<file path="src/rtl/vga_pixel_fetch.sv">
// vga_pixel_fetch: fetches 4-bitplane VRAM words, serialises them at 2x scale and maps through a palette
module vga_pixel_fetch #(
   parameter int H_START  = 64,
   parameter int ROW_SKIP = 8,
   parameter int VRAM_LAT = 1
) (
   input  logic        clk,
   input  logic        reset_n,
   input  logic [11:0] pixel_x,
   input  logic [11:0] pixel_y,
   input  logic [11:0] future_x,
   input  logic        in_hs,
   input  logic        in_vs,
   input  logic        in_de,
   input  logic [7:0]  scroll_y,
   input  logic [3:0]  border_idx,
   input  logic        pal_we,
   input  logic [3:0]  pal_addr,
   input  logic [7:0]  pal_data,
   output logic        vram_rd,
   output logic [12:0] vram_addr,
   input  logic [31:0] vram_data,
   output logic [7:0]  rgb,
   output logic        out_hs,
   output logic        out_vs,
   output logic        out_de
);
   typedef enum logic [1:0] {IDLE, REQ, WAIT, CAPTURE} state_t;
   state_t      state, state_nx;
   logic [1:0]  cnt;
   logic [11:0] fx, px;
   logic [7:0]  row, scroll_lat;
   logic [31:0] hold;
   logic [7:0]  sh [4];
   logic [7:0]  pal [16];
   logic        in_win, fetch, load;
   logic [3:0]  idx;

   assign fx     = future_x - 12'(H_START);
   assign px     = pixel_x - 12'(H_START);
   assign in_win = px < 12'd512 && pixel_y != 12'hfff;
   assign fetch  = fx < 12'd512 && fx[3:0] == 4'd0;
   assign row    = scroll_lat - 8'(ROW_SKIP) - pixel_y[8:1];
   assign load   = in_win && px[3:0] == 4'd0;
   // the load cycle shows the freshly fetched word before it reaches the shifters
   assign idx    = load ? {hold[31], hold[23], hold[15], hold[7]}
                        : {sh[3][7], sh[2][7], sh[1][7], sh[0][7]};

   always_comb begin
      state_nx = state == IDLE ? (fetch ? REQ : IDLE)
               : state == REQ  ? (VRAM_LAT == 1 ? CAPTURE : WAIT)
               : state == WAIT ? (cnt == 2'(VRAM_LAT - 2) ? CAPTURE : WAIT)
               : IDLE;
   end

   always_ff @(posedge clk) begin
      if (!reset_n) begin
         state      <= IDLE;
         cnt        <= 2'd0;
         vram_rd    <= 1'b0;
         vram_addr  <= 13'd0;
         hold       <= 32'd0;
         scroll_lat <= 8'd0;
      end else begin
         state   <= state_nx;
         cnt     <= state == WAIT ? cnt + 2'd1 : 2'd0;
         vram_rd <= state == IDLE && fetch;
         if (state == IDLE && fetch) vram_addr <= {fx[8:4], row};
         if (state == CAPTURE) hold <= vram_data;
         if (pixel_x == 12'd0 && pixel_y == 12'd0) scroll_lat <= scroll_y;
      end
   end

   always_ff @(posedge clk) begin
      if (!reset_n) begin
         for (int i = 0; i < 4; i++) sh[i] <= 8'd0;
         for (int i = 0; i < 16; i++) pal[i] <= 8'd0;
         rgb    <= 8'd0;
         out_hs <= 1'b1;
         out_vs <= 1'b1;
         out_de <= 1'b0;
      end else begin
         for (int i = 0; i < 4; i++) sh[i] <= load ? hold[8*i +: 8] : px[0] ? {sh[i][6:0], 1'b0} : sh[i];
         if (pal_we) pal[pal_addr] <= pal_data;
         rgb    <= !in_de ? 8'd0 : in_win ? pal[idx] : pal[border_idx];
         out_hs <= in_hs;
         out_vs <= in_vs;
         out_de <= in_de;
      end
   end
endmodule

</file>
<file path="config.mk">
export PLATFORM = sky130hd
export DESIGN_NAME = vga_pixel_fetch
export DESIGN_NICKNAME = d
export VERILOG_FILES = /design/src/rtl/vga_pixel_fetch.sv
export SDC_FILE = /design/constraint.sdc
export NUM_CORES = 1
export LEC_CHECK = 0
export CAP_MARGIN = 20
export CORE_MARGIN = 2
export CORE_UTILIZATION = 57
export CTS_CLUSTER_DIAMETER = 200
export DETAILED_ROUTE_END_ITERATION = 6
export PLACE_DENSITY = 0.8
export SETUP_SLACK_MARGIN = 0.2
export SYNTH_ARGS = -nofsm -noshare
export SYNTH_HDL_FRONTEND = slang
export SYNTH_SLANG_ARGS = --single-unit
</file>
<file path="constraint.sdc">
create_clock -name clk -period 3.42 [get_ports clk]
set_input_delay 0.684 -clock clk [delete_from_list [all_inputs] [get_ports clk]]
set_output_delay 0.684 -clock clk [all_outputs]
set_load 0.005 [all_outputs]
</file>
==> flow_summary.ini, run 1 <==
[hold_path]
whs_path_depth = 1
hold_class = reg2reg
worstHoldEndpoint = cnt[0]
min_from = cnt[0]

[worst_setup_path]
crit_arrival_ps = 3300
critPathBufInv = 1
rrSetupSlack_ps = 1110
max_stage_delay_ps = 590
r2r-end = vram_addr[7]
critical_path.slowest_cell = or3_2
worstSetupPathType = in2reg
startpoint_type = primary input
crit_family = compound AO/OA/AOI/OAI gates
crit_path_cell_trace = clkdlybuf4s50_1 > o31ai_2 > nand2_1 > or3_2 > nand2_8 > mux2i_1 > a221o_1 > o311ai_2
r2r_cells = 10
cp_max_fo = 22
r2r_start = scroll_lat[1]
cp-end-kind = flip-flop
worstPathRequired_ps = 3850

[clocking]
cts_sinks = 229
cts_hold_buf = 0
clk_path_buf_depth = 3
cts_buffers = 24
post_cts_buffers = 0
clock-root-buffer = clkbuf_16
cts_resized = 0
clk_latency_ps = 530
cts-htree-levels = 1
cts.clk_slew.worst_paths_ps = 60
cts_tree = built

[floorplan]
dieWidth_um = 146
coreArea_sq_um = 20000
floorplan.initialDensity_pct = 57.5
dieArea_sq_um = 21400
ioPinCount = 123
die_y_um = 146
num_rows = 52

[timing]
period_minus_slack_ps = 2860
fin_ws_ps = 556
period_share_pct = 83.7
setup_tns_ps = 0
slew_viol_final = 0
hold_viol = 0
fin_skew_ps = 22.9
setup_violations = 0
fmax_mhz = 349
worstMarginPinSlew_ps = 1040
rsz0062_at_grt = false
relSlewSlack_pct = 30.7

[place]
dp_slack_ps = 56.2
placed_cells = 1417
gp_congestion = 0.945
io_buffers = 122
hpwl_um = 22100

[pwr]
power_switching_uw = 1450
combPwrFrac_pct = 9.2
intPower_uw = 4810
power_frac_clock_pct = 41.5
peakVddDrop_mv = 0.286
p_leak_uw = 0.00523
seqPwrFrac_pct = 49.3
power.share.switching_pct = 23.1
powerDensity_nw_per_um2 = 445

[routing]
drt-vias-per-instance = 6.11
antenna_left = 0
top_layer = met4
drt_iter0_drc = 753
vias = 8922
post-route-drc-count = 0
firstDrtPassIters = 6
wl_met1_um = 12400
wl_per_cell_um = 21.4
routed_wl_um = 31300
wl_met3_um = 3830
met2WireLength_um = 14100

[logic_synthesis]
ys_top_cells_by_area = edfxtp_1 33%, dfxtp_1 18%, mux4_2 7.8%
ys_warn_count = 0
synthFlopType = edfxtp_1
yosys-top-cells-count = 129 x and2_1, 128 x edfxtp_1, 101 x dfxtp_1
async_reset_ff_share_pct = 0
postSynthCellCount = 1038
syn-mean-instance-area_sq_um = 11.1
synth_largest_area_cell = edfxtp_1
seq_area_frac_synth_pct = 50.9
synth.most_common_cell = and2_1
synth_top_area_share_pct = 33.3
synth_nets = 1155
synth_edf_count = 128
ys_ff_latch = 229
syn_area_sq_um = 11500
ys_types = 54

[final_layout]
syn_to_final_growth_pct = 22.0
drive_gt1_share_pct = 14.0
fin_cells = 1461
final_nets = 1290
fillers = 1496
antennaDiodeCount = 0
register_area_sq_um = 5870
multi_input_area_sq_um = 5270

[global_route]
grt_use_total_pct = 29.0
grt_start_max_net_pins = 43
antenna_found_initial = 0
grt_pass1_vias = 8524
grt_pass1_wl_um = 48200
overflow = 0

[status]
outcome = complete, no violations

[flow_run]
drv_cap = 0
placed cells by master, fill, tap and decap left out, types with 17 or more instances in the layout:
master	n
nor2_1	95
ha_1	17
mux2i_1	86
nand3_1	74
mux4_2	40
buf_4	51
edfxtp_1	128
clkdlybuf4s50_1	120
a21oi_1	25
nand2_1	44
inv_1	23
a211oi_1	18
and2_1	129
o21ai_0	54
dfxtp_1	101
clkbuf_16	25
power by group through the flow:
stage / clock (uW) / sequential, uW / combinational, uW
final: 2600 / 3090 / 575
after global routing: 2740 / 3090 / 610
after CTS: 2620 / 3080 / 568
after detailed placement: 0 / 3130 / 562
after global placement: 0 / 3130 / 555
after floorplan: 0 / 3100 / 292
final cells by class:
cell class,instances,area share [%]
Sequential cell,229,41.7
Tap cell,270,2.40
Timing Repair Buffer,179,12.2
Clock inverter,10,0.623
Inverter,24,0.641
Clock buffer,34,4.97
Multi-Input combinational cell,715,37.5
how the worst max path moves through the flow:
stage                     from  cells after the start  slack, ps      to
floorplan           pixel_x[9]                      8        810  rgb[2]
global placement    pixel_x[7]                      8        120  rgb[2]
detailed placement  pixel_x[7]                      8         60  rgb[2]
CTS                 pixel_x[7]                      8        580  rgb[2]
global route        pixel_x[7]                      8        450  rgb[2]
finish              pixel_x[7]                      8        560  rgb[2]
logic make-up (layout without fill, tap and decap cells):
group	count (synthesis)	after routing	synth area share, %
compound gates	151	151	8.88
mux	126	126	15.3
flops	229	229	50.9
buf+inv	94	247	3.58
fa+ha+maj	19	19	2.13
xor+xnor	8	8	0.608
simple gates	411	411	18.7
routing by layer:
layer | vias up | global-route usage (%)
li1 | 4063 | -
met1 | 4244 | 40.2
met2 | 535 | 44.4
met3 | 80 | 8.03
met4 | 0 | 9.81
met5 | - | 0
stage by stage:
step / hold slack (ps) / utilization, % / power, uW / area, sq um
2_1_floorplan: 396 / - / 3390 / 11500
3_3_place_gp: 405 / 66.3 / 3690 / 13300
3_5_place_dp: 424 / 66.3 / 3700 / 13300
4_1_cts: 433 / 70.2 / 6260 / 14100
5_1_grt: 450 / 70.2 / 6440 / 14100
6_report: 429 / 70.2 / 6260 / 14100
sequential cells by signal (all words and copies together) (netlist names), 2 cells and up:
| name | flops |
|---|---|
| vram_addr | 13 |
| scroll_lat | 8 |
| cnt | 2 |
| sh | 32 |
| rgb | 8 |
| pal | 128 |
| state | 2 |
| hold | 32 |
No activity file was read; power rests on OpenSTA's default activity.
==> run 2, diff against run 1 <==
Settings changed: CORE_UTILIZATION 57 to 52, PLACE_DENSITY 0.8 to 0.77.
Clock period 3.42 ns to 2.3 ns, I/O delays scaled along.
==> flow_summary.ini, run 2 (synthesis results as in run 1) <==
[final_layout]
top_regs = pal (128), hold (32), sh (32)
fin_cells = 1580
final_cell_mix = 128 x and2_1, 128 x edfxtp_1, 113 x buf_4
syn_to_final_growth_pct = 34.9
antennaDiodeCount = 0
final_nets = 1399
drive_gt1_share_pct = 25.4
largest_register_ffs = 128
fillers = 1488
multi_input_area_sq_um = 5560
top_register = pal
finalInstanceArea_sq_um = 15600
final_util_pct = 71.3
register_area_sq_um = 5870

[hold_path]
worstHoldEndpoint = cnt[0]
whs_path_depth = 1
hold_class = reg2reg
min_from = cnt[0]

[clocking]
cts_sinks = 229
clk_latency_ps = 530
cts.clk_slew.worst_paths_ps = 60
clk_path_buf_depth = 3
cts_tree = built
cts_hold_buf = 0
cts-htree-levels = 1
clock-root-buffer = clkbuf_16
cts_buffers = 24

[place]
gp_congestion = 1.06
io_buffers = 122
hpwl_um = 23400
place_area_sq_um = 14100
placed_cells = 1495

[timing]
fmax_mhz = 474
rsz0062_at_grt = true
relSlewSlack_pct = 48.5
fin_skew_ps = 21.3
slew_viol_final = 0
period_share_pct = 91.7
period_minus_slack_ps = 2110
setup_violations = 0
whs_ps = 416
worstMarginPinSlew_ps = 769
hold_viol = 0
setup_tns_ps = 0

[status]
outcome = complete, no violations

[global_route]
overflow = 0
grt_use_total_pct = 29.3
antenna_found_initial = 0
grt_start_max_net_pins = 46
grt_pass1_wl_um = 53400
grt_pass1_vias = 9344

[floorplan]
ioPinCount = 123
dieArea_sq_um = 23400
die_y_um = 153
dieWidth_um = 153
coreArea_sq_um = 21800
num_rows = 54
floorplan.initialDensity_pct = 52.8

[pwr]
peakVddDrop_mv = 0.363
p_leak_uw = 0.00603
powerDensity_nw_per_um2 = 600

[routing]
post-route-drc-count = 0
firstDrtPassIters = 5
drt_iter0_drc = 972
drt-vias-per-instance = 6.07
routed_wl_um = 34900
vias = 9596
antenna_left = 0
wl_per_cell_um = 22.1

[worst_setup_path]
r2r_cells = 10
crit_start = pixel_x[6]
worstSetupPathType = in2reg
cp_max_fo = 8
r2r-end = vram_addr[7]
worstPathRequired_ps = 2750
r2r_start = scroll_lat[1]
crit_arrival_ps = 2560
rrSetupSlack_ps = 230
cp-end-kind = flip-flop
startpoint_type = primary input

[flow_run]
drv_cap = 0
-- run 2: cell count changes in the layout (fill, tap and decap cells not counted), moves of 10 or more --
cell	delta
buf_4	+62
clkbuf_2	+12
buf_12	+20
o21ai_1	+10
buf_6	+20
o21ai_0	-14
clkdlybuf4s50_1	-22
-- run 2: stage by stage --
step	worst slack, ps	power [uW]
2_1_floorplan	70.1	5050
3_3_place_gp	-606	5580
3_5_place_dp	-640	5600
4_1_cts	205	9310
5_1_grt	114	9600
6_report	191	9330
-- run 2: worst max-delay path, stage by stage --
cell and delay, ps:
buf_6 100, buf_6 110, o31ai_4 220, buf_6 150
buf_6 90, o311ai_4 130, o21ai_4 180, buf_12 150
buf_12 140, buf_8 120, buf_12 120, nand3_1 90
a31oi_1 260, nand4_1 140, o211ai_1 110
-- run 2: metal layers --
| layer | share of wire, % | GRT usage [%] | vias to the layer above | wire length [um] |
|---|---|---|---|---|
| met5 | 0 | 0 | - | 0 |
| li1 | - | - | 4286 | - |
| met4 | 4.8 | 11.1 | 0 | 1690 |
| met3 | 11 | 7.43 | 139 | 3830 |
| met1 | 38 | 38.3 | 4550 | 13300 |
| met2 | 46 | 47.3 | 621 | 16100 |
-- run 2: timing repair --
item | CTS | global route
setup endpoints to repair | 43 | 23
cloned | 6 | 2
pin swaps | 32 | 38
buffers inserted | 26 | 7
gates resized for setup | 80 | 67
-- run 2: area by class of cell --
class	count	area share, %
inverter	24	0.595
clock inverter	8	0.290
sequential	229	37.7
multi-input combinational	717	35.8
tap	280	2.25
clock buffer	36	4.63
timing repair buffer	286	18.8
-- run 2: how the worst max path moves through the flow --
stage	slack [ps]	endpoint	cells after the start
global route	110	vram_addr[2]	11
finish	190	rgb[7]	15
detailed placement	-640	rgb[4]	10
CTS	210	rgb[0]	9
global placement	-610	rgb[7]	10
floorplan	70	pal[1][0]	5
-- run 2: where the power goes --
part / total (uW) / switching [uW] / internal [uW] / leakage [uW]
logic: 998 / 467 / 531 / 0.00361
registers: 4600 / 130 / 4470 / 0.00204
clock network: 3730 / 1570 / 2160 / 0.000377
total: 9330 / 2160 / 7170 / 0.00603
==> run 3, diff against run 2 <==
Settings changed: CORE_UTILIZATION 52 to 53, CTS_BUF_LIST set to sky130_fd_sc_hd__clkbuf_8, PLACE_DENSITY 0.77 to 0.78.
==> flow_summary.ini, run 3 (synthesis results as in run 1) <==
[global_route]
grt_pass1_vias = 9226
grt_pass1_wl_um = 51400
grt_use_total_pct = 29.5
grt-busiest-layer = met2
antenna_found_initial = 0
gr-usage-met1_pct = 39.9
grt_start_max_net_pins = 46
gr-usage-met2_pct = 46.6
grt_use_met3_pct = 6.95
overflow = 0

[timing]
fmax_mhz = 469
whs_ps = 414
fin_ws_ps = 170
hold_viol = 0
period_minus_slack_ps = 2130
worstMarginPinSlew_ps = 715
rsz0062_at_grt = true
fin_skew_ps = 25.9
relSlewSlack_pct = 52.2
period_share_pct = 92.6
setup_violations = 0
slew_viol_final = 0

[floorplan]
dieArea_sq_um = 23000
die_y_um = 152
floorplan.initialDensity_pct = 54.3
coreArea_sq_um = 21200
ioPinCount = 123
dieWidth_um = 152
num_rows = 53

[routing]
drt-vias-per-instance = 5.94
routed_wl_um = 33300
drt_iter0_drc = 969
vias = 9426
post-route-drc-count = 0
firstDrtPassIters = 5
wl_per_cell_um = 21.0
antenna_left = 0

[pwr]
p_leak_uw = 0.00594
powerDensity_nw_per_um2 = 610
peakVddDrop_mv = 0.362

[worst_setup_path]
worstSetupPathType = in2reg
rrSetupSlack_ps = 180
startpoint_type = primary input
cp_max_fo = 15
setup.worst_path.end = rgb[3]
crit_arrival_ps = 2580
r2r_cells = 10
worstPathRequired_ps = 2750
cp-end-kind = flip-flop
r2r-end = vram_addr[7]
r2r_start = scroll_lat[1]
crit_start = pixel_y[0]

[place]
dp_slack_ps = -833
gp_congestion = 0.977
io_buffers = 122
placed_cells = 1492
hpwl_um = 23600

[final_layout]
syn_to_final_growth_pct = 33.0
final_nets = 1399
top_regs = pal (128), hold (32), sh (32)
final_cell_mix = 128 x and2_1, 128 x edfxtp_1, 112 x buf_4
antennaDiodeCount = 0
fin_cells = 1588
largest_register_ffs = 128
top_register = pal
drive_gt1_share_pct = 24.9

[clocking]
cts-htree-levels = 2
cts_buffers = 39
clk_latency_ps = 540
cts_sinks = 229
cts_tree = built
clock-root-buffer = clkbuf_8
clk_path_buf_depth = 3
cts.clk_slew.worst_paths_ps = 60

[hold_path]
hold_class = reg2reg

[flow_run]
drv_cap = 0

[status]
outcome = complete, no violations
[run 3: changes by cell type in the layout (fill, tap and decap cells not counted), sizes merged]
cell,change
dlymetal6s2s,-2
inv,+12
dlygate4sd2,+9
clkdlybuf4s50,+1
buf,-14
nand2,+1
clkdlybuf4s15,+1
bufinv,+2
clkbuf,+3
clkinv,+1
bufbuf,-1
[run 3: what timing repair did]
action	in CTS	in global routing
gates resized for setup	66	44
buffers inserted	11	10
gates cloned	3	0
setup endpoints to repair	20	17
hold buffers	0	0
pin swaps	40	30
[run 3: critical path, stage by stage]
cell and delay [ps]:
dlygate4sd2_1 210, nand4_1 170, buf_4 200, buf_4 130, nor3_2 220, or3_4 230, buf_4 230, nand3_1 90
and3_1 180, a221o_1 310, o211ai_2 140
[run 3: cell type report]
type,count,area (sq um)
tap,275,344
inverter,24,92.6
timing repair buffer,270,2610
sequential,229,5870
clock buffer,49,674
multi-input combinational,718,5590
fill,1497,5880
clock inverter,23,156
[run 3: worst min path at each step]
| stage | start | end | slack, ps | cells past startpoint |
|---|---|---|---|---|
| after floorplan | cnt[0] | cnt[0] | 400 | 1 |
| after global placement | cnt[0] | cnt[0] | 400 | 1 |
| after detailed placement | cnt[0] | cnt[0] | 410 | 1 |
| after CTS | cnt[0] | cnt[0] | 420 | 1 |
| after global routing | cnt[0] | cnt[0] | 430 | 1 |
| final | cnt[0] | cnt[0] | 410 | 1 |
[run 3: report_power, final]
group	switching, uW	internal (uW)	leakage [uW]
clock	1650	2160	0.000464
combinational	446	512	0.00344
sequential	118	4470	0.00204
[run 3: per-layer routing]
layer / vias up / share of wire [%]
li1: 4288 / -
met5: - / 0
met1: 4535 / 40
met4: 0 / 3.9
met2: 504 / 46
met3: 99 / 11
[run 3: through the flow]
| step | setup TNS (ps) | area (sq um) | util (%) | total power [uW] |
|---|---|---|---|---|
| final | 0 | 15300 | 72.3 | 9350 |
| after global routing | 0 | 15300 | 72.3 | 9660 |
| after CTS | 0 | 15100 | 71.1 | 9370 |
| after detailed placement | -29500 | 14000 | 66.1 | 5590 |
| after global placement | -26110 | 14000 | 66.1 | 5570 |
| after floorplan | 0 | 11600 | - | 5050 |
==> patch 1, RTL diff (config.mk and constraints of run 1) <==
Re-encode `state_t` (4 states) as one-hot, 4 bits wide.
--- a/src/rtl/vga_pixel_fetch.sv
+++ b/src/rtl/vga_pixel_fetch.sv
@@ -27,3 +27,3 @@
 );
-   typedef enum logic [1:0] {IDLE, REQ, WAIT, CAPTURE} state_t;
+   typedef enum logic [3:0] {IDLE = 4'b0001, REQ = 4'b0010, WAIT = 4'b0100, CAPTURE = 4'b1000} state_t;
    state_t      state, state_nx;
Behaviour: same outputs for any inputs over 4 cycles, from zero or initial values and one cycle with reset_n low; so few cycles prove little.
==> patch 1 against run 1 <==
Cell count rose by 0.68%. Clock power rose by 5%. Combinational power fell by 3%. Wire length fell by 1.7%. Area after synthesis fell by 0.53%. Worst setup slack improved by 0.018 ns. Power rose by 2.3%. Design area fell by 0.70%. Sequential cell count rose by 2. Non-clock buffer count fell by 15. Largest cell class unchanged. Largest power group unchanged.
==> patch 1: results (changes against run 1) <==
| Metric | Value |
|---|---|
| Register area share after synthesis | `51.5% (+0.62 points)` |
| First-pass GRT wire length | `48300 µm (+0.17%)` |
| VDD IR max | `0.000365 V (+28%)` |
| Via density | `6.13 (+0.34%)` |
| Worst setup path start | `pixel_x[8]` |
| DR iter-0 viols | `931 (+24%)` |
| Fill count | `1452 (-2.9%)` |
| Fin nets | `1301 (+0.85%)` |
| Seq. cell area | `0.00591 mm² (+0.68%)` |
| Final wirelength | `30800 µm (-1.7%)` |
| Most instantiated cells after synthesis | `and2_1 (129), edfxtp_1 (128), nand2_1 (114), dfxtp_1 (103), nand3_1 (68)` |
| Hold Startpoint | `cnt[0]` |
| Leak | `5.04 nW (-3.5%)` |
| Detailed Place HPWL | `21200 µm (-3.8%)` |
| Port Buffers | `122 (unchanged)` |
| ANT cells | `0 (unchanged)` |
| Crit-path max FO | `32 (+45%)` |
| Synth area leaders | `edfxtp_1 (34%), dfxtp_1 (18%), mux4_2 (7.9%)` |
| P_sw | `1.45 mW (+0.36%)` |
| Outcome | `complete, no violations` |
| Resized cells post-CTS | `0 (unchanged)` |
| Vias in the first global route | `8684 (+1.9%)` |
| Post-DP Area | `0.0131 mm² (-1.2%)` |
| TritonCTS buffer count | `25 (+4.2%)` |
| Share of cells above drive strength 1 | `12.1% (-1.9 points)` |
| Worst slew pin tran | `0.910 ns (-0.130 ns)` |
| Root Buffer | `clkbuf_16` |
| Net Count, Synth | `1177 (+1.9%)` |
| First drt pass iteration count | `5 (-1)` |
| Gr usage total | `28.9% (-0.099 points)` |
| Largest net degree at the start of global routing | `90 (+110%)` |
| CP arrival | `3.29 ns (about the same)` |
| Routability cong. | `0.947 (+0.24%)` |
| Clock Pin Slew Worst Setup and Hold Paths | `roughly 0.07 ns` |
| Worst Skew | `0.0112 ns (-0.0117 ns)` |
| Post-synthesis cell type count | `57 (+5.6%)` |
==> patch 1: cells by family after synthesis <==
group,Yosys count,synth area share [%]
XOR/XNOR,8,0.611
multiplexers,90,12.3
AND/OR/NAND/NOR,439,19.7
adder cells (fa/ha/maj),16,1.81
buffers and inverters,90,3.28
AO/OA/AOI/OAI,189,10.8
flip-flops,231,51.5
==> patch 1: area by class of cell <==
cell class / count / area share [%]
clock buffers: 35 / 5.19
clock inverters: 11 / 0.833
inverters: 23 / 0.618
multi-input cells: 742 / 37.2
flip-flops and latches: 231 / 42.3
well taps: 265 / 2.37
repair buffers: 164 / 11.5
==> patch 1: power groups by stage <==
stage                     clock network (mW)  registers (mW)  logic (mW)
after floorplan                            0            3.12       0.287
after global placement                     0            3.16       0.542
after detailed placement                   0            3.16       0.547
after CTS                               2.76            3.10       0.552
after global routing                    2.90            3.11       0.591
final                                   2.74            3.11       0.555
==> patch 1: final timing paths <==
path	end	slack (ns)	cells after the start
setup / recovery	rgb[0]	0.57	8
hold / removal	cnt[0]	0.42	1
setup reg to reg	vram_addr[7]	1.11	10
hold reg to reg	cnt[0]	0.42	1
==> patch 1: metrics by stage <==
step                worst slack, ns  cells
floorplan                     0.819   1063
global placement              0.177   1425
detailed placement            0.125   1425
CTS                           0.655   1471
global route                  0.418   1471
finish                        0.574   1471
==> patch 1: per-layer routing <==
layer  routed length (µm)  global-route usage (%)  vias to the layer above
met1                12000                    38.1                     4327
met4                  984                    9.75                        0
li1                     -                       -                     4118
met3                 3040                    5.96                       86
met2                14700                    47.9                      483
met5                    0                       0                        -
==> patch 1: critical path, stage by stage <==
cell and delay [ns]:
clkdlybuf4s50_1 0.46, o31ai_2 0.36, o311a_4 0.35, and3_1 0.78, o21ai_0 0.16, a31oi_1 0.23, nand4_1 0.15, o211ai_1 0.11
==> patch 2, RTL diff (flow settings as in run 1) <==
Without the edit above. `ROW_SKIP`: 8 -> 6.
--- a/src/rtl/vga_pixel_fetch.sv
+++ b/src/rtl/vga_pixel_fetch.sv
@@ -3,3 +3,3 @@
    parameter int H_START  = 64,
-   parameter int ROW_SKIP = 8,
+   parameter int ROW_SKIP = 6,
    parameter int VRAM_LAT = 1
Formal check against the unedited RTL: not equivalent (a bounded check fails within 4 cycles, from zero or initial values and one cycle with reset_n low).
==> patch 2 against run 1 <==
Worst setup slack worse by 0.011 ns. Power is 1.9% lower. Combinational power is 4.3% lower. Sequential cell count stayed put. Area after synthesis is 0.78% lower. Largest power group unchanged. Critical endpoint is now rgb[3]. Utilization is 0.96 points higher. Die area is 0.76% lower. Cell count is 0.14% lower. Critical path depth is 2 higher. Design area is 0.90% lower. Non-clock buffer count is 6 lower. Wire length is 1.1% higher.
==> patch 2: results (changes against run 1) <==
| Metric | Value |
|---|---|
| Outcome | `complete, no violations` |
| Post-synthesis cell type count | `55 (+1.9%)` |
| Clock power share | `40.8% (-0.7 points)` |
| Combinational logic power | `0.550 mW (-4.3%)` |
| Adder and majority gate portion of the synthesized area | `2.14% (+0.017 points)` |
| Post-Synth XOR/XNOR Area | `0.536% (-0.072 points)` |
| Clock-cell share | `5.52% (-0.075 points)` |
| Worst Skew | `0.0106 ns (-0.0123 ns)` |
| Share of cells above drive strength 1 | `12.5% (-1.5 points)` |
| Routed WL per cell | `21.7 µm (+1.2%)` |
| Net Count, Synth | `1164 (+0.78%)` |
| Synth Area in Compound Gates | `9.94% (+1.1 points)` |
| Fin nets | `1293 (+0.23%)` |
| Largest net degree at the start of global routing | `87 (+100%)` |
| Leak | `5.02 nW (-4.0%)` |
| Inverter count | `44 (+83%)` |
| Crit-path max FO | `7 (-68%)` |
| Data buffer area share | `12.0% (-0.18 points)` |
| Routed wl met3 | `2650 µm (-31%)` |
| Grt met2 use | `48.5% (+4.1 points)` |
| First-pass GRT wire length | `49200 µm (+1.9%)` |
| First drt pass iteration count | `5 (-1)` |
| VDD IR max | `0.000410 V (+43%)` |
| Antenna violations before repair | `1 (+1)` |
| Via density | `6.09 (-0.22%)` |
| Mux cell area share after synthesis | `14.3% (-1.0 points)` |
| FF+latch count | `229 (unchanged)` |
| P_sw | `1.38 mW (-4.2%)` |
| Met2 WL post-DR | `15000 µm (+6.8%)` |
| Worst slew pin tran | `1.00 ns (-0.0350 ns)` |
| Detailed Place HPWL | `22600 µm (+2.4%)` |
| Routability cong. | `1.02 (+8.2%)` |
| Synth area leaders | `edfxtp_1 (34%), dfxtp_1 (18%), mux4_2 (7.9%)` |
| Gr usage total | `29.6% (+0.60 points)` |
| Crit path max-delay cell type | `o31ai_1` |
| Crit-path max cell delay | `0.49 ns (-0.10 ns)` |
| Multi-In Gates | `704 (-1.5%)` |
| GR Util met1 | `40.1% (-0.10 points)` |
| Multi-input logic area | `0.00513 mm² (-2.6%)` |
| R2R cell count | `13 (+3)` |
| Fill count | `1392 (-7.0%)` |
| CP arrival | `3.32 ns (+0.02 ns)` |
| Met1 wire length | `12800 µm (+3.3%)` |
| DR iter-0 viols | `880 (+17%)` |
| Most instantiated cells after synthesis | `and2_1 (130), edfxtp_1 (128), dfxtp_1 (101), nor2_1 (95), mux2i_1 (73)` |
| Register area share after synthesis | `51.3% (+0.40 points)` |
-- patch 2: final timing paths --
path / from / end / slack, ns
worst max-delay path: pixel_x[8] / rgb[3] / 0.54
worst min-delay path: cnt[0] / cnt[0] / 0.41
worst max register to register: scroll_lat[1] / vram_addr[7] / 0.99
worst min register to register: cnt[0] / cnt[0] / 0.41
-- patch 2: worst max-delay path: cells and delay by family --
kind	cells	cell delay, ns
buffers and inverters	3	0.80
and+or+nand+nor	3	0.92
AOI/OAI and AO/OA	4	0.93
-- patch 2: stage by stage --
step,hold WS [ns],util [%],cell area [µm²],instances,setup slack (ns)
2_1_floorplan,0.396,-,11400,1047,0.580
3_3_place_gp,0.405,67.2,13200,1415,0.156
3_5_place_dp,0.409,67.2,13200,1415,0.0757
4_1_cts,0.418,71.1,13900,1459,0.598
5_1_grt,0.452,71.1,13900,1459,0.349
6_report,0.414,71.1,13900,1459,0.545
